===== config.mk =====
export PLATFORM = sky130hd
export DESIGN_NAME = img_lut_bank_ctrl
export DESIGN_NICKNAME = d
export VERILOG_FILES = /design/src/rtl/img_lut_pkg.sv /design/src/rtl/img_lut_bank_ctrl.sv
export SDC_FILE = /design/constraint.sdc
export NUM_CORES = 1
export LEC_CHECK = 0
export BUFFER_PORTS_ARGS = -buffer_cell sky130_fd_sc_hd__buf_4
export CORE_ASPECT_RATIO = 1.75
export CORE_UTILIZATION = 45
export DETAILED_ROUTE_END_ITERATION = 8
export GPL_ROUTABILITY_DRIVEN = 0
export PLACE_DENSITY = 0.68
export RECOVER_POWER = 50
export SLEW_MARGIN = 25
export SYNTH_ARGS = -nofsm -noshare
export SYNTH_HDL_FRONTEND = slang
export SYNTH_SLANG_ARGS = --single-unit

===== constraint.sdc =====
create_clock -name clk_i -period 2.7 [get_ports clk_i]
set_input_delay 0.135 -clock clk_i [delete_from_list [all_inputs] [get_ports clk_i]]
set_output_delay 0.135 -clock clk_i [all_outputs]
set_load 0.01 [all_outputs]

===== src/rtl/img_lut_pkg.sv =====
// Shared types for the image LUT datapath and its bank controller.
package img_lut_pkg;

   typedef enum logic [1:0] {
      StIdle,
      StLoad,
      StDrain,
      StWaitSof
   } lut_ctrl_state_e;

endpackage


===== src/rtl/img_lut_bank_ctrl.sv =====
// Double-buffered LUT bank controller: streams a coefficient table into the shadow
// bank, then swaps the active bank at the next start of frame.
module img_lut_bank_ctrl
   import img_lut_pkg::*;
#(
   parameter int unsigned PX_WIDTH = 10
) (
   input  logic                clk_i,
   input  logic                rst_n_i,
   input  logic                load_start_i,
   input  logic [PX_WIDTH-1:0] coef_tdata_i,
   input  logic                coef_tvalid_i,
   input  logic                coef_tlast_i,
   output logic                coef_tready_o,
   input  logic                sof_i,
   output logic                lut_wr_en_o,
   output logic                lut_wr_bank_o,
   output logic [PX_WIDTH-1:0] lut_wr_addr_o,
   output logic [PX_WIDTH-1:0] lut_wr_data_o,
   output logic                active_bank_o,
   output logic                busy_o,
   output logic                done_o,
   output logic                err_o
);

   localparam int unsigned LUT_DEPTH = 2 ** PX_WIDTH;
   localparam logic [PX_WIDTH-1:0] LastAddr = PX_WIDTH'(LUT_DEPTH - 1);

   lut_ctrl_state_e state_q, state_d;
   logic [PX_WIDTH-1:0] cnt_q, cnt_d;
   logic                wr_en_q, wr_en_d;
   logic                wr_bank_q, wr_bank_d;
   logic [PX_WIDTH-1:0] wr_addr_q, wr_addr_d;
   logic [PX_WIDTH-1:0] wr_data_q, wr_data_d;
   logic                active_q, active_d;
   logic                done_q, done_d;
   logic                err_q, err_d;
   logic                beat_acc;
   logic                at_last;

   // Ready depends on the state register alone, never on input handshakes.
   assign coef_tready_o = (state_q == StLoad) || (state_q == StDrain);
   assign busy_o        = (state_q != StIdle);
   assign beat_acc      = coef_tvalid_i & coef_tready_o;
   assign at_last       = (cnt_q == LastAddr);

   always_comb begin
      state_d   = state_q;
      cnt_d     = cnt_q;
      wr_en_d   = 1'b0;
      wr_bank_d = wr_bank_q;
      wr_addr_d = wr_addr_q;
      wr_data_d = wr_data_q;
      active_d  = active_q;
      done_d    = 1'b0;
      err_d     = err_q;

      unique case (state_q)
         StIdle: begin
            if (load_start_i) begin
               cnt_d   = '0;
               err_d   = 1'b0;
               state_d = StLoad;
            end
         end

         StLoad: begin
            if (beat_acc) begin
               wr_en_d   = 1'b1;
               wr_bank_d = ~active_q;
               wr_addr_d = cnt_q;
               wr_data_d = coef_tdata_i;
               if (coef_tlast_i) begin
                  if (at_last) begin
                     state_d = StWaitSof;
                  end else begin
                     err_d   = 1'b1;
                     state_d = StIdle;
                  end
               end else if (at_last) begin
                  // Table too long: stop writing and swallow the rest of the packet.
                  err_d   = 1'b1;
                  state_d = StDrain;
               end
               if (!at_last) begin
                  cnt_d = cnt_q + 1'b1;
               end
            end
         end

         StDrain: begin
            if (beat_acc && coef_tlast_i) begin
               state_d = StIdle;
            end
         end

         StWaitSof: begin
            if (sof_i) begin
               active_d = ~active_q;
               done_d   = 1'b1;
               state_d  = StIdle;
            end
         end

         default: state_d = StIdle;
      endcase
   end

   always_ff @(posedge clk_i or negedge rst_n_i) begin
      if (!rst_n_i) begin
         state_q   <= StIdle;
         cnt_q     <= '0;
         wr_en_q   <= 1'b0;
         wr_bank_q <= 1'b0;
         wr_addr_q <= '0;
         wr_data_q <= '0;
         active_q  <= 1'b0;
         done_q    <= 1'b0;
         err_q     <= 1'b0;
      end else begin
         state_q   <= state_d;
         cnt_q     <= cnt_d;
         wr_en_q   <= wr_en_d;
         wr_bank_q <= wr_bank_d;
         wr_addr_q <= wr_addr_d;
         wr_data_q <= wr_data_d;
         active_q  <= active_d;
         done_q    <= done_d;
         err_q     <= err_d;
      end
   end

   assign lut_wr_en_o   = wr_en_q;
   assign lut_wr_bank_o = wr_bank_q;
   assign lut_wr_addr_o = wr_addr_q;
   assign lut_wr_data_o = wr_data_q;
   assign active_bank_o = active_q;
   assign done_o        = done_q;
   assign err_o         = err_q;

endmodule


# After elaboration in Yosys (flattened, before gate mapping)
# Cells that the tools add are included.
[totals] register_bits=37 latchBits=0 mem_bits_rw=0 rom_bits=0 inputBits=16 elab_cells=55 n_memories=0
[op_classes] addsub=1 mul=0 div_mod_pow=0 n_lt_le_gt_ge=0 n_eq_ne=11 shifts=0 n_mux=22 n_bitwise=2 reduce_logical=10
[ops] op="$mux W10" count=3
[ops] op="$pmux W10 S2" count=1
[ops] op="$mux W2" count=7
[ops] op="$add A10 B1 Y10 const B" count=1
[ops] op="$eq A10 B10 Y1 const B" count=1
[ops] op="$reduce_and A5 Y1" count=2
[ops] op="$mux W1" count=9
[ops] op="$ne A2 B2 Y1 const B" count=4
[ops] op="$pmux W2 S4" count=1
[ops] op="$ne A3 B3 Y1 const B" count=2
[ops] op="$eq A2 B2 Y1 const B" count=2
[ops] op="$reduce_and A2 Y1" count=2
[ops] op="$reduce_and A4 Y1" count=1
[ops] op="$reduce_bool A2 Y1" count=2
[ops] op="$eq A2 B1 Y1 const B" count=1
[ops] op="$logic_not A2 Y1" count=1
[ops] op="$ne A2 B1 Y1 const B" count=1
[ops] op="$pmux W1 S2" count=1
[ops] op="$and A1 B1 Y1" count=1
[ops] op="$logic_and A1 B1 Y1" count=1
[ops] op="$logic_or A1 B1 Y1" count=1
[ops] op="$not A1 Y1" count=1

# Longest topological paths before layout
[logic_depth] word_depth=6 ltp_mapped=8

# Least setup slack after synthesis
# No wires, ideal clock.
[synth_path] path_type="register -> register" from="register state_q[1]" to="register cnt_q[6]" setup_time_ns=0.073 arrival_time_ns=1.972 slack_ns=0.654 stages_incl_launch_ff=8 n_path_buf=1 synth_period_minus_slack_ns=2.046 path_cell_list="dfrtp_1 > inv_1 > ha_1 > buf_2 > and2b_4 > or4_4 > or4_4 > a21oi_2"
[synth_via] elab_chain_cells=5 word_cells_on_any_way=11
[synth_lines] element="start: declaration" line_no="img_lut_bank_ctrl.sv:29" rtl="lut_ctrl_state_e state_q, state_d;"
[synth_lines] element="start signal: assignment" line_no="img_lut_bank_ctrl.sv:111" rtl="state_q <= StIdle;"
[synth_lines] element="start signal: assignment" line_no="img_lut_bank_ctrl.sv:121" rtl="state_q <= state_d;"
[synth_lines] element="$eq A2 B1 Y1 or $eq A2 B2 Y1 (tied branches)" line_no="img_lut_bank_ctrl.sv:42, img_lut_bank_ctrl.sv:58"
[synth_lines] element="$logic_or A1 B1 Y1" line_no="img_lut_bank_ctrl.sv:42" rtl="assign coef_tready_o = (state_q == StLoad) || (state_q == StDrain);"
[synth_lines] element="$and A1 B1 Y1" line_no="img_lut_bank_ctrl.sv:44" rtl="assign beat_acc = coef_tvalid_i & coef_tready_o;"
[synth_lines] element="$ne A2 B2 Y1 (no source line)"
[synth_lines] element="$reduce_and A4 Y1 (no source line)"
[synth_lines] element="end signal: assignment" line_no="img_lut_bank_ctrl.sv:122" rtl="cnt_q <= cnt_d;"
[synth_lines] element="end: declaration" line_no="img_lut_bank_ctrl.sv:30" rtl="logic [PX_WIDTH-1:0] cnt_q, cnt_d;"
# Parallel ways exist; a longest one is shown, timed or not.
# A chain may end at the register's enable or synchronous reset.

# Worst setup path in the final report
[layout_path] from="register state_q[1]" to="register cnt_q[7]"
# The elaborated chain is that of the path after synthesis.

==> results.yml <==
logic_synthesis:
  syn-num-nets: 175
  synth-edff-count: 0
  synthTopCellsByArea: "dfrtp_1, mux2_2, ha_1, nor4_1, o21ai_0"
  yosysTopAreaCell: "dfrtp_1"
  synth_ff_type: "dfrtp_1"
  async_reset_ff_frac: 1.00
  yosysUniqueCellTypes: 36
  synth_most_common_cell: "dfrtp_1"
  netlist_instances: 154
  syn_avg_cell_area_um2: 11.3
  yosysWarnings: 0
  ys_seq_elements: 37
  netlist_top_cells_count: "dfrtp_1, mux2_2, inv_1, nand2_1"
  synth_top_area_share: 0.531
  syn_area_mm2: 0.00174
  yosysSeqAreaShare: 0.531
timing:
  period_share: 0.825
  fin_tns_setup_ps: 0
  max_freq_mhz: 449
  worst_hold_slack_ps: 73.7
  finalHoldViolations: 0
  clock-skew-final_ps: 7.40
  slew_viol_final: 38
  relSlewSlack: -0.249
  min_period_ps: 2230
  setup_violations: 0
  worst_slew_pin_slew_ps: 1870
  rsz0062_at_grt: "no"
worst_setup_path:
  r2r_end: "cnt_q[7]$_DFFE_PN0P_"
  crit_end: "cnt_q[7]$_DFFE_PN0P_"
  crit_path_max_fanout: 10
  criticalPathCategory: "reg -> reg"
  cp.required_ps: 2850
  reg2reg_depth: 6
  crit_arrival_ps: 2380
  critPathLaunchType: "flop"
  cp-startpoint: "state_q[1]$_DFFE_PN0P_"
  reg2reg_from: "state_q[1]$_DFFE_PN0P_"
  endpoint_kind: "flop"
  reg2reg_slack_ps: 470
floorplanning:
  die_h_um: 84.3
  die_area_mm2: 0.00414
  initial_utilization: 0.476
  ioPinCount: 43
  std_cell_rows: 29
  die_w_um: 49.0
  coreArea_mm2: 0.00366
cells_and_area:
  area_delta_synth_final_pct: 25.1
  layout-drive-gt1-share: 0.302
  diodes: 0
  fin_cells: 248
  num-nets-final: 222
placed_design:
  io_buffer_count: 42
  dpl.hpwl_um: 2870
  place_inst: 239
job:
  cap_violations: 1
routing:
  dr.first_iter.drc_count: 33
  wl_um: 3850
  drt_pass1_iterations: 4
  vias: 1413
  drtAntennaViolNets: 0
  via_per_inst: 5.70
  drc_errors: 0
  wl_per_cell_um: 15.5
global_route:
  grt_util_all_layers: 0.205
  antenna_found_initial: 0
  grt_pass1_wl_um: 6360
  grt_overflow_total: 0
  grt_start_max_net_pins: 38
  grt_pass1_vias: 1430
cts:
  numCtsBuffers: 5
  cts_tree: "yes"
  path_clk_slew_ps: 70
  clock-sinks: 37
  clockBufferDepth: 2
  worstSkewPairLatency_ps: 290
  cts_root_buf: "clkbuf_8"
  cts-htree-levels: 2
power_and_ir_drop:
  ir_worst_vdd_uv: 500
  powerDensity_mw_per_mm2: 909
  leakage_uw: 0.000977
run_status:
  status: "finished with violations"
  violations: "capacitance limit, slew limit"
worst_hold_path:
  hold_path_class: "in -> reg"
==> worst min-delay path by stage <==
| stage | from | end | depth (start not counted) |
|---|---|---|---|
| floorplan | rst_n_i | active_bank_o$_DFFE_PN0P_ | 0 |
| global placement | rst_n_i | lut_wr_data_o[0]$_DFFE_PN0P_ | 1 |
| detailed placement | rst_n_i | lut_wr_data_o[9]$_DFFE_PN0P_ | 1 |
| CTS | coef_tdata_i[8] | lut_wr_data_o[8]$_DFFE_PN0P_ | 2 |
| global route | coef_tdata_i[8] | lut_wr_data_o[8]$_DFFE_PN0P_ | 2 |
| finish | coef_tdata_i[8] | lut_wr_data_o[8]$_DFFE_PN0P_ | 2 |
==> routing by layer <==
metal  GRT usage  vias up  routed length [um]
li1            -      665                   -
met1       0.205      687                1450
met2       0.376       55                2150
met3      0.0471        6                 183
met4       0.115        0                  68
met5           0        -                   0
==> sequential cells by signal (all words and copies together), names as in the netlist <==
name,count
lut_wr_data_o,10
err_o,1
lut_wr_en_o,1
cnt_q,10
active_bank_o,1
lut_wr_addr_o,10
done_o,1
state_q,2
lut_wr_bank_o,1
==> worst max-delay path, stage by stage, from the launching register on <==
cell and delay [ps]:
dfrtp_1 430, inv_1 120, ha_1 370, inv_1 200, nor4_1 700, or4b_1 210
a21oi_1 70
==> report_power, final <==
part / total (uW) / switching (uW) / leakage [uW] / internal, uW
combinational: 713 / 390 / 0.000441 / 323
sequential: 796 / 98.3 / 0.000482 / 698
clock: 471 / 195 / 0.0000543 / 276
total: 1980 / 683 / 0.000977 / 1300
==> layout make-up <==
type / count / area (um^2)
Fill cell: 331 / 1490
Tap cell: 46 / 57.6
Clock buffer: 5 / 68.8
Inverter: 10 / 37.5
Multi-Input combinational cell: 103 / 763
Clock inverter: 3 / 46.3
Sequential cell: 37 / 926
Timing Repair Buffer: 44 / 280
==> metrics by stage <==
stage / area [um^2] / power, uW / worst slack (ps) / utilization
CTS: 2230 / 2040 / 517 / 0.609
finish: 2180 / 1980 / 473 / 0.595
global route: 2180 / 2100 / 236 / 0.595
floorplan: 1740 / 1230 / 654 / -
global placement: 2110 / 1530 / 618 / 0.575
detailed placement: 2110 / 1560 / 547 / 0.575
==> cell families (layout without fill, tap and decap cells) <==
family                     count (synthesis)  after routing  synth area share
and+or+nand+nor                           48             48             0.164
muxes                                     18             18             0.116
xor gates and xnor gates                   2              2            0.0101
DFF                                       37             37             0.531
AOI/OAI and AO/OA                         30             30             0.112
adders and majority gates                  5              5            0.0359
buffers and inverters                     14             62            0.0309
==> repair_timing <==
action,CTS,global route
gates resized for setup,0,0
buffers inserted,0,0
endpoints found under the setup margin,0,0
hold endpoints to repair,37,0
hold buffers,1,0
==> cells in the final DEF (no fill, tap or decap), types with 4 or more instances in the layout <==
cell type,instances
a21oi_1,7
buf_4,29
clkbuf_1,14
clkbuf_8,5
dfrtp_1,37
ha_1,5
inv_1,10
mux2_2,17
nand2_1,10
nand3_1,4
nor2_1,4
nor3_1,4
nor4_1,8
o21ai_0,8
Power figures use the tool's default switching activity.
